File: config.mk
export PLATFORM = sky130hd
export DESIGN_NAME = fetch_queue_flat
export DESIGN_NICKNAME = d
export VERILOG_FILES = /design/src/rtl/fetch_queue_if.sv /design/src/rtl/fetch_queue.sv /design/src/flat_wrapper.sv
export SDC_FILE = /design/constraint.sdc
export NUM_CORES = 1
export LEC_CHECK = 0
export ABC_CLOCK_PERIOD_IN_PS = 10100
export CAP_MARGIN = 0
export CELL_PAD_IN_SITES_DETAIL_PLACEMENT = 0
export CELL_PAD_IN_SITES_GLOBAL_PLACEMENT = 1
export CORE_MARGIN = 1.5
export CORE_UTILIZATION = 40
export DETAILED_ROUTE_END_ITERATION = 6
export PLACE_DENSITY = 0.83
export SYNTH_ARGS = -nofsm -noshare
export SYNTH_HDL_FRONTEND = slang
export SYNTH_SLANG_ARGS = --single-unit
File: constraint.sdc
create_clock -name clk -period 10.1 [get_ports clk]
set_clock_uncertainty 0.05 [all_clocks]
set_input_delay 2.525 -clock clk [delete_from_list [all_inputs] [get_ports clk]]
set_output_delay 2.525 -clock clk [all_outputs]
set_load 0.005 [all_outputs]
File: src/rtl/fetch_queue_if.sv
// fetch_queue_if -- instruction-memory fetch bus between fetch_queue and imem.
//   imem_req    : fetch request for the word pair at imem_addr
//   imem_addr   : word address of the first word of the pair
//   imem_valid  : response valid, one cycle after an accepted request
//   imem_rdata1 : instruction at imem_addr
//   imem_rdata2 : instruction at imem_addr+1
// master = fetch queue side, slave = memory side.
interface fetch_queue_if;
   logic        imem_req;
   logic [15:0] imem_addr;
   logic        imem_valid;
   logic [15:0] imem_rdata1;
   logic [15:0] imem_rdata2;

   modport master (output imem_req, imem_addr,
                   input  imem_valid, imem_rdata1, imem_rdata2);
   modport slave  (input  imem_req, imem_addr,
                   output imem_valid, imem_rdata1, imem_rdata2);
endinterface

File: src/rtl/fetch_queue.sv
// fetch_queue -- instruction prefetch queue.
// Fetches word pairs from imem into a DEPTH-entry circular queue and presents
// the two oldest entries to the downstream relayer, which consumes 0/1/2 per
// cycle. A redirect flushes the queue and restarts fetch at redirect_pc.
// Ports:
//   clk, rst_n        : clock, synchronous active-low reset
//   redirect_valid/pc : flush and restart fetch stream at redirect_pc
//   imem              : fetch bus (fetch_queue_if.master)
//   isstall           : consume nothing this cycle (wins over issingleinstr)
//   issingleinstr     : consume one entry this cycle (else two)
//   instr1_o/instr2_o : two oldest entries, 16'h0000 when not present
//   pc1_o             : word address of instr1_o
//   count_o           : number of valid entries
// Optional: define FETCHQ_PERF_EN to add stall_cnt_o / starve_cnt_o
// saturating performance counters.
module fetch_queue #(
   parameter int          DEPTH    = 8,
   parameter logic [15:0] RESET_PC = 16'h0000
) (
   input  logic                     clk,
   input  logic                     rst_n,
   input  logic                     redirect_valid,
   input  logic [15:0]              redirect_pc,
   fetch_queue_if.master            imem,
   input  logic                     isstall,
   input  logic                     issingleinstr,
   output logic [15:0]              instr1_o,
   output logic [15:0]              instr2_o,
   output logic [15:0]              pc1_o,
   output logic [$clog2(DEPTH):0]   count_o
`ifdef FETCHQ_PERF_EN
   ,
   output logic [15:0]              stall_cnt_o,
   output logic [15:0]              starve_cnt_o
`endif
);

   localparam int PW = $clog2(DEPTH);
   localparam int CW = PW + 1;

   logic [15:0]   mem [DEPTH];
   logic [PW-1:0] rd_ptr, wr_ptr;
   logic [CW-1:0] count;
   logic [15:0]   pc1, fetch_pc;
   logic          outstanding;

   logic [1:0]    want;
   logic [CW-1:0] consume;
   logic          push;
   logic          req;

   always_comb begin
      want = 2'd2;
      if (isstall)            want = 2'd0;
      else if (issingleinstr) want = 2'd1;
      consume = (CW'(want) > count) ? count : CW'(want);
      // A response is only trusted when we issued the request last cycle;
      // stray valids and responses cancelled by reset/redirect are dropped.
      push = imem.imem_valid && outstanding && !redirect_valid;
      // Space check ignores this cycle's consumption on purpose: a request
      // needs room for two words when its response lands.
      req  = rst_n && !outstanding && !redirect_valid &&
             (count <= CW'(DEPTH - 2));
   end

   assign imem.imem_req  = req;
   assign imem.imem_addr = fetch_pc;
   assign instr1_o = (count != '0)      ? mem[rd_ptr]          : 16'h0000;
   assign instr2_o = (count > CW'(1))   ? mem[rd_ptr + PW'(1)] : 16'h0000;
   assign pc1_o    = pc1;
   assign count_o  = count;

   always_ff @(posedge clk) begin
      if (!rst_n) begin
         rd_ptr      <= '0;
         wr_ptr      <= '0;
         count       <= '0;
         pc1         <= RESET_PC;
         fetch_pc    <= RESET_PC;
         outstanding <= 1'b0;
      end else if (redirect_valid) begin
         rd_ptr      <= '0;
         wr_ptr      <= '0;
         count       <= '0;
         pc1         <= redirect_pc;
         fetch_pc    <= redirect_pc;
         outstanding <= 1'b0;
      end else begin
         rd_ptr      <= rd_ptr + consume[PW-1:0];
         pc1         <= pc1 + 16'(consume);
         count       <= count - consume + (push ? CW'(2) : CW'(0));
         if (push) wr_ptr <= wr_ptr + PW'(2);
         outstanding <= req;
         if (req) fetch_pc <= fetch_pc + 16'd2;
      end
   end

   // Queue storage carries no reset; validity is tracked by count.
   always_ff @(posedge clk) begin
      if (rst_n && push) begin
         mem[wr_ptr]          <= imem.imem_rdata1;
         mem[wr_ptr + PW'(1)] <= imem.imem_rdata2;
      end
   end

`ifdef FETCHQ_PERF_EN
   // Saturating counters; survive redirects, cleared only by reset.
   always_ff @(posedge clk) begin
      if (!rst_n) begin
         stall_cnt_o  <= '0;
         starve_cnt_o <= '0;
      end else begin
         if (isstall && stall_cnt_o != 16'hFFFF)
            stall_cnt_o <= stall_cnt_o + 16'd1;
         if (count < CW'(2) && starve_cnt_o != 16'hFFFF)
            starve_cnt_o <= starve_cnt_o + 16'd1;
      end
   end
`endif

endmodule

File: src/flat_wrapper.sv
// flat-port wrapper written by rule: the top's interface ports become plain ports
module fetch_queue_flat 
#(
   parameter int          DEPTH    = 8,
   parameter logic [15:0] RESET_PC = 16'h0000
)
  (clk, rst_n, redirect_valid, redirect_pc, isstall, issingleinstr, instr1_o, instr2_o, pc1_o, count_o, imem_imem_req, imem_imem_addr, imem_imem_valid, imem_imem_rdata1, imem_imem_rdata2);
  fetch_queue_if imem_i ();
  input  logic clk;
  input  logic rst_n;
  input  logic redirect_valid;
  input  logic [15:0] redirect_pc;
  input  logic isstall;
  input  logic issingleinstr;
  output logic [15:0] instr1_o;
  output logic [15:0] instr2_o;
  output logic [15:0] pc1_o;
  output logic [$clog2(DEPTH):0] count_o;
  output wire logic [$bits(imem_i.imem_req)-1:0] imem_imem_req;
  output wire logic [$bits(imem_i.imem_addr)-1:0] imem_imem_addr;
  input wire logic [$bits(imem_i.imem_valid)-1:0] imem_imem_valid;
  input wire logic [$bits(imem_i.imem_rdata1)-1:0] imem_imem_rdata1;
  input wire logic [$bits(imem_i.imem_rdata2)-1:0] imem_imem_rdata2;
  assign imem_imem_req = imem_i.imem_req;
  assign imem_imem_addr = imem_i.imem_addr;
  assign imem_i.imem_valid = imem_imem_valid;
  assign imem_i.imem_rdata1 = imem_imem_rdata1;
  assign imem_i.imem_rdata2 = imem_imem_rdata2;
  fetch_queue #(.DEPTH(DEPTH), .RESET_PC(RESET_PC)) u_core (.clk(clk), .rst_n(rst_n), .redirect_valid(redirect_valid), .redirect_pc(redirect_pc), .imem(imem_i), .isstall(isstall), .issingleinstr(issingleinstr), .instr1_o(instr1_o), .instr2_o(instr2_o), .pc1_o(pc1_o), .count_o(count_o));
endmodule
==> results.toml <==
[run_status]
run_status = "finished, final reports clean"

[timing]
unrepaired_setup_endpoints_after_global_routing = "no"
setup_viol_count_final = 0
worst_slew_margin_rel = 0.234
period_minus_slack_ns = 7.19
layout_setup_ws_ns = 2.91
post-route-period-util = 0.712
final-hold-violation-count = 0
final.hold.worst_slack_ns = 0.417
clock.fmax_mhz = 139
worstMarginPinSlew_ns = 1.15
setup-tns-final_ns = 0
final-max-slew-violation-count = 0

[cts]
worst_skew_pair.late_latency_ns = 0.43
max-clock-path-buffers = 2
cts_max_level = 4
cts_root_buffer = "sky130_fd_sc_hd__clkbuf_16"
clock_sink_count = 170
post_cts_resized = 0
postCtsSetupBuffers = 0
clk_transition_reported_paths_ns = 0.07
tritoncts_clock_tree = "done"
cts_buffers = 17
cts-hold-fix-buffers = 0

[power_and_ir_drop]
p_leak_nw = 3.32
power.density_nw_per_um2 = 175
ir_worst_vdd_v = 0.000116

[critical_path]
critical_path.startpoint_type = "primary input"
cp-end-kind = "primary output"
cpPeakStageDelay_ns = 0.52
worst-setup-path-type = "in -> out"
worstPathRequired_ns = 7.53
timing.critical_path.cells = "clkdlybuf4s50_1, buf_4, nor3b_4, nand3_2, inv_2, clkdlybuf4s50_1"
worst-endpoint-arrival_ns = 4.62
worst_path_max_delay_cell = "sky130_fd_sc_hd__clkdlybuf4s50_1"
worst_path_most_repeated_cell = "sky130_fd_sc_hd__clkdlybuf4s50_1"
critical_path_peak_fanout = 25

[cells_and_area]
post_route_cells_drive_above_1_share = 0.163
diodes = 0
final_nets = 780
area_growth_pct = 24.7

[global_route]
grt-ovfl-total = 0
grt_use_total = 0.190
grt_pass1_wl_mm = 31.3
grt_start_max_net_pins = 67
initial_antenna_violation_count = 1
number_of_global_route_vias_before_repair = 5792

[yosys]
commonest_register_cell_after_synthesis = "sky130_fd_sc_hd__edfxtp_1"
synthCells = 592
yosysMostFrequentCell = "sky130_fd_sc_hd__edfxtp_1"
synth.ff_latch_count = 170
top_area_cell_type_share_of_the_netlist_area = 0.462
yosysWarnings = 0
avg_synthesized_cell_area_um2 = 14.0
synth_cell_type_count = 52
mappedNetlistArea_um2 = 8320
synth_top_cells_by_count = "sky130_fd_sc_hd__edfxtp_1 (128), sky130_fd_sc_hd__mux4_2 (64), sky130_fd_sc_hd__nand2_1 (62)"
synth_top_cell_by_area = "sky130_fd_sc_hd__edfxtp_1"
synth_edf_count = 128
mappedNetlistNets = 668
synth-seq-area-share = 0.563
synth_area_leaders = "sky130_fd_sc_hd__edfxtp_1 (46%), sky130_fd_sc_hd__mux4_2 (17%), sky130_fd_sc_hd__dfxtp_1 (10%), sky130_fd_sc_hd__nand2_1 (2.8%), sky130_fd_sc_hd__ha_1 (2.7%)"
synth-async-reset-ratio = 0

[placed_design]
place_congestion = 0.862
numPortBuffers = 122
place_worst_setup_slack_ns = 2.94
post-dp-hpwl_mm = 13.0

[route]
finalWirelength_mm = 19.7
drc = 0
vias_per_cell = 5.64
antenna_violating_nets_post_route = 0
detail_route.first_pass.iterations = 4
drt_iter0_drc = 334
wl_per_cell_um = 19.9
routed-via-count = 5568

[job]
max_cap_violations = 0

[floorplanning]
fp-row-count = 52
floorplan.core_area_um2 = 20300
io_pins = 123
die_h_um = 147
floorplan.die_area_um2 = 21700
die_x_um = 147
initial_utilization = 0.410

[worst_hold_path]
hold_path.class = "reg -> reg"
## flip-flops by register name, summed over array words and instances, names as in the netlist
signal / cells
u_core.rd_ptr: 3
u_core.mem: 128
u_core.count_o: 4
u_core.imem.imem_addr: 16
u_core.wr_ptr: 2
u_core.pc1_o: 16
u_core.outstanding: 1
## cells by family after synthesis
family | after synthesis | synth area share
xor gates and xnor gates | 11 | 0.0116
adders and majority gates | 22 | 0.0367
buffers and inverters | 53 | 0.0268
DFF | 170 | 0.563
muxes | 82 | 0.195
AOI/OAI and AO/OA | 100 | 0.0749
and+or+nand+nor | 154 | 0.0918
## worst paths after layout
path | cells after the start | slack, ns | end | startpoint
worst min-delay path | 2 | 0.42 | u_core.imem.imem_addr[0] | u_core.imem.imem_addr[0]
worst min register to register | 2 | 0.42 | u_core.imem.imem_addr[0] | u_core.imem.imem_addr[0]
worst max register to register | 12 | 6.24 | u_core.pc1_o[10] | u_core.count_o[1]
worst max-delay path | 6 | 2.91 | imem_imem_req | rst_n
## final cells by class
cell class              instances  area, um^2
multi-input cells             369        3440
well taps                     270         338
clock buffers                  17         425
clock inverters                15         154
flip-flops and latches        170        4690
repair buffers                126        1250
inverters                      20        75.1
fillers                      1741        9930
## per-stage QoR
step | utilization | power (mW) | std cells | area [um^2]
finish | 0.511 | 1.81 | 987 | 10400
global route | 0.511 | 1.89 | 987 | 10400
CTS | 0.511 | 1.83 | 987 | 10400
floorplan | - | 0.995 | 592 | 8320
detailed placement | 0.482 | 1.19 | 955 | 9790
global placement | 0.482 | 1.19 | 955 | 9790
## cell usage in the layout (no fill, tap or decap), types with 2 or more instances in the layout
master and count:
sky130_fd_sc_hd__inv_6 9, sky130_fd_sc_hd__ha_1 17, sky130_fd_sc_hd__nand2b_1 2, sky130_fd_sc_hd__and2_1 5, sky130_fd_sc_hd__and4_1 5, sky130_fd_sc_hd__xnor2_1 5, sky130_fd_sc_hd__a211oi_1 8, sky130_fd_sc_hd__xor2_1 4
sky130_fd_sc_hd__a21oi_1 34, sky130_fd_sc_hd__clkinv_4 3, sky130_fd_sc_hd__clkbuf_16 17, sky130_fd_sc_hd__o2111ai_1 2, sky130_fd_sc_hd__mux4_2 64, sky130_fd_sc_hd__nor4_1 3, sky130_fd_sc_hd__dfxtp_1 40, sky130_fd_sc_hd__mux2i_1 18
sky130_fd_sc_hd__o21ai_0 16, sky130_fd_sc_hd__a311oi_1 3, sky130_fd_sc_hd__inv_1 16, sky130_fd_sc_hd__nor3_1 4, sky130_fd_sc_hd__or3_1 8, sky130_fd_sc_hd__nand2_1 62, sky130_fd_sc_hd__nand4_1 7, sky130_fd_sc_hd__o31a_1 5
sky130_fd_sc_hd__nor2b_1 3, sky130_fd_sc_hd__a31oi_1 9, sky130_fd_sc_hd__fa_1 4, sky130_fd_sc_hd__clkdlybuf4s50_1 122, sky130_fd_sc_hd__nand3_1 8, sky130_fd_sc_hd__buf_4 4, sky130_fd_sc_hd__nor2_1 27, sky130_fd_sc_hd__o311a_1 3
sky130_fd_sc_hd__o21a_1 3, sky130_fd_sc_hd__and3_1 8, sky130_fd_sc_hd__o211ai_1 2, sky130_fd_sc_hd__edfxtp_1 128, sky130_fd_sc_hd__and3_2 4, sky130_fd_sc_hd__o21ai_1 5, sky130_fd_sc_hd__o22ai_1 3, sky130_fd_sc_hd__inv_2 4
## critical path, delay by kind of cell
| family | cells | cell delay [ns] |
|---|---|---|
| simple gates | 2 | 0.63 |
| buf+inv | 4 | 1.46 |
## power breakdown
part	total (mW)	leakage, nW	internal (mW)	switching, mW
Sequential	0.800	1.50	0.766	0.0340
Clock	0.640	0.283	0.349	0.291
Combinational	0.373	1.54	0.203	0.170
## routing by layer
metal / part of all wire / track usage / wire (um)
met4: 0.0091 / 0.0480 / 179
met5: 0.00066 / 0 / 13
met2: 0.50 / 0.322 / 9890
met3: 0.080 / 0.0509 / 1560
met1: 0.41 / 0.242 / 8020
No activity file was read; power rests on OpenSTA's default activity.
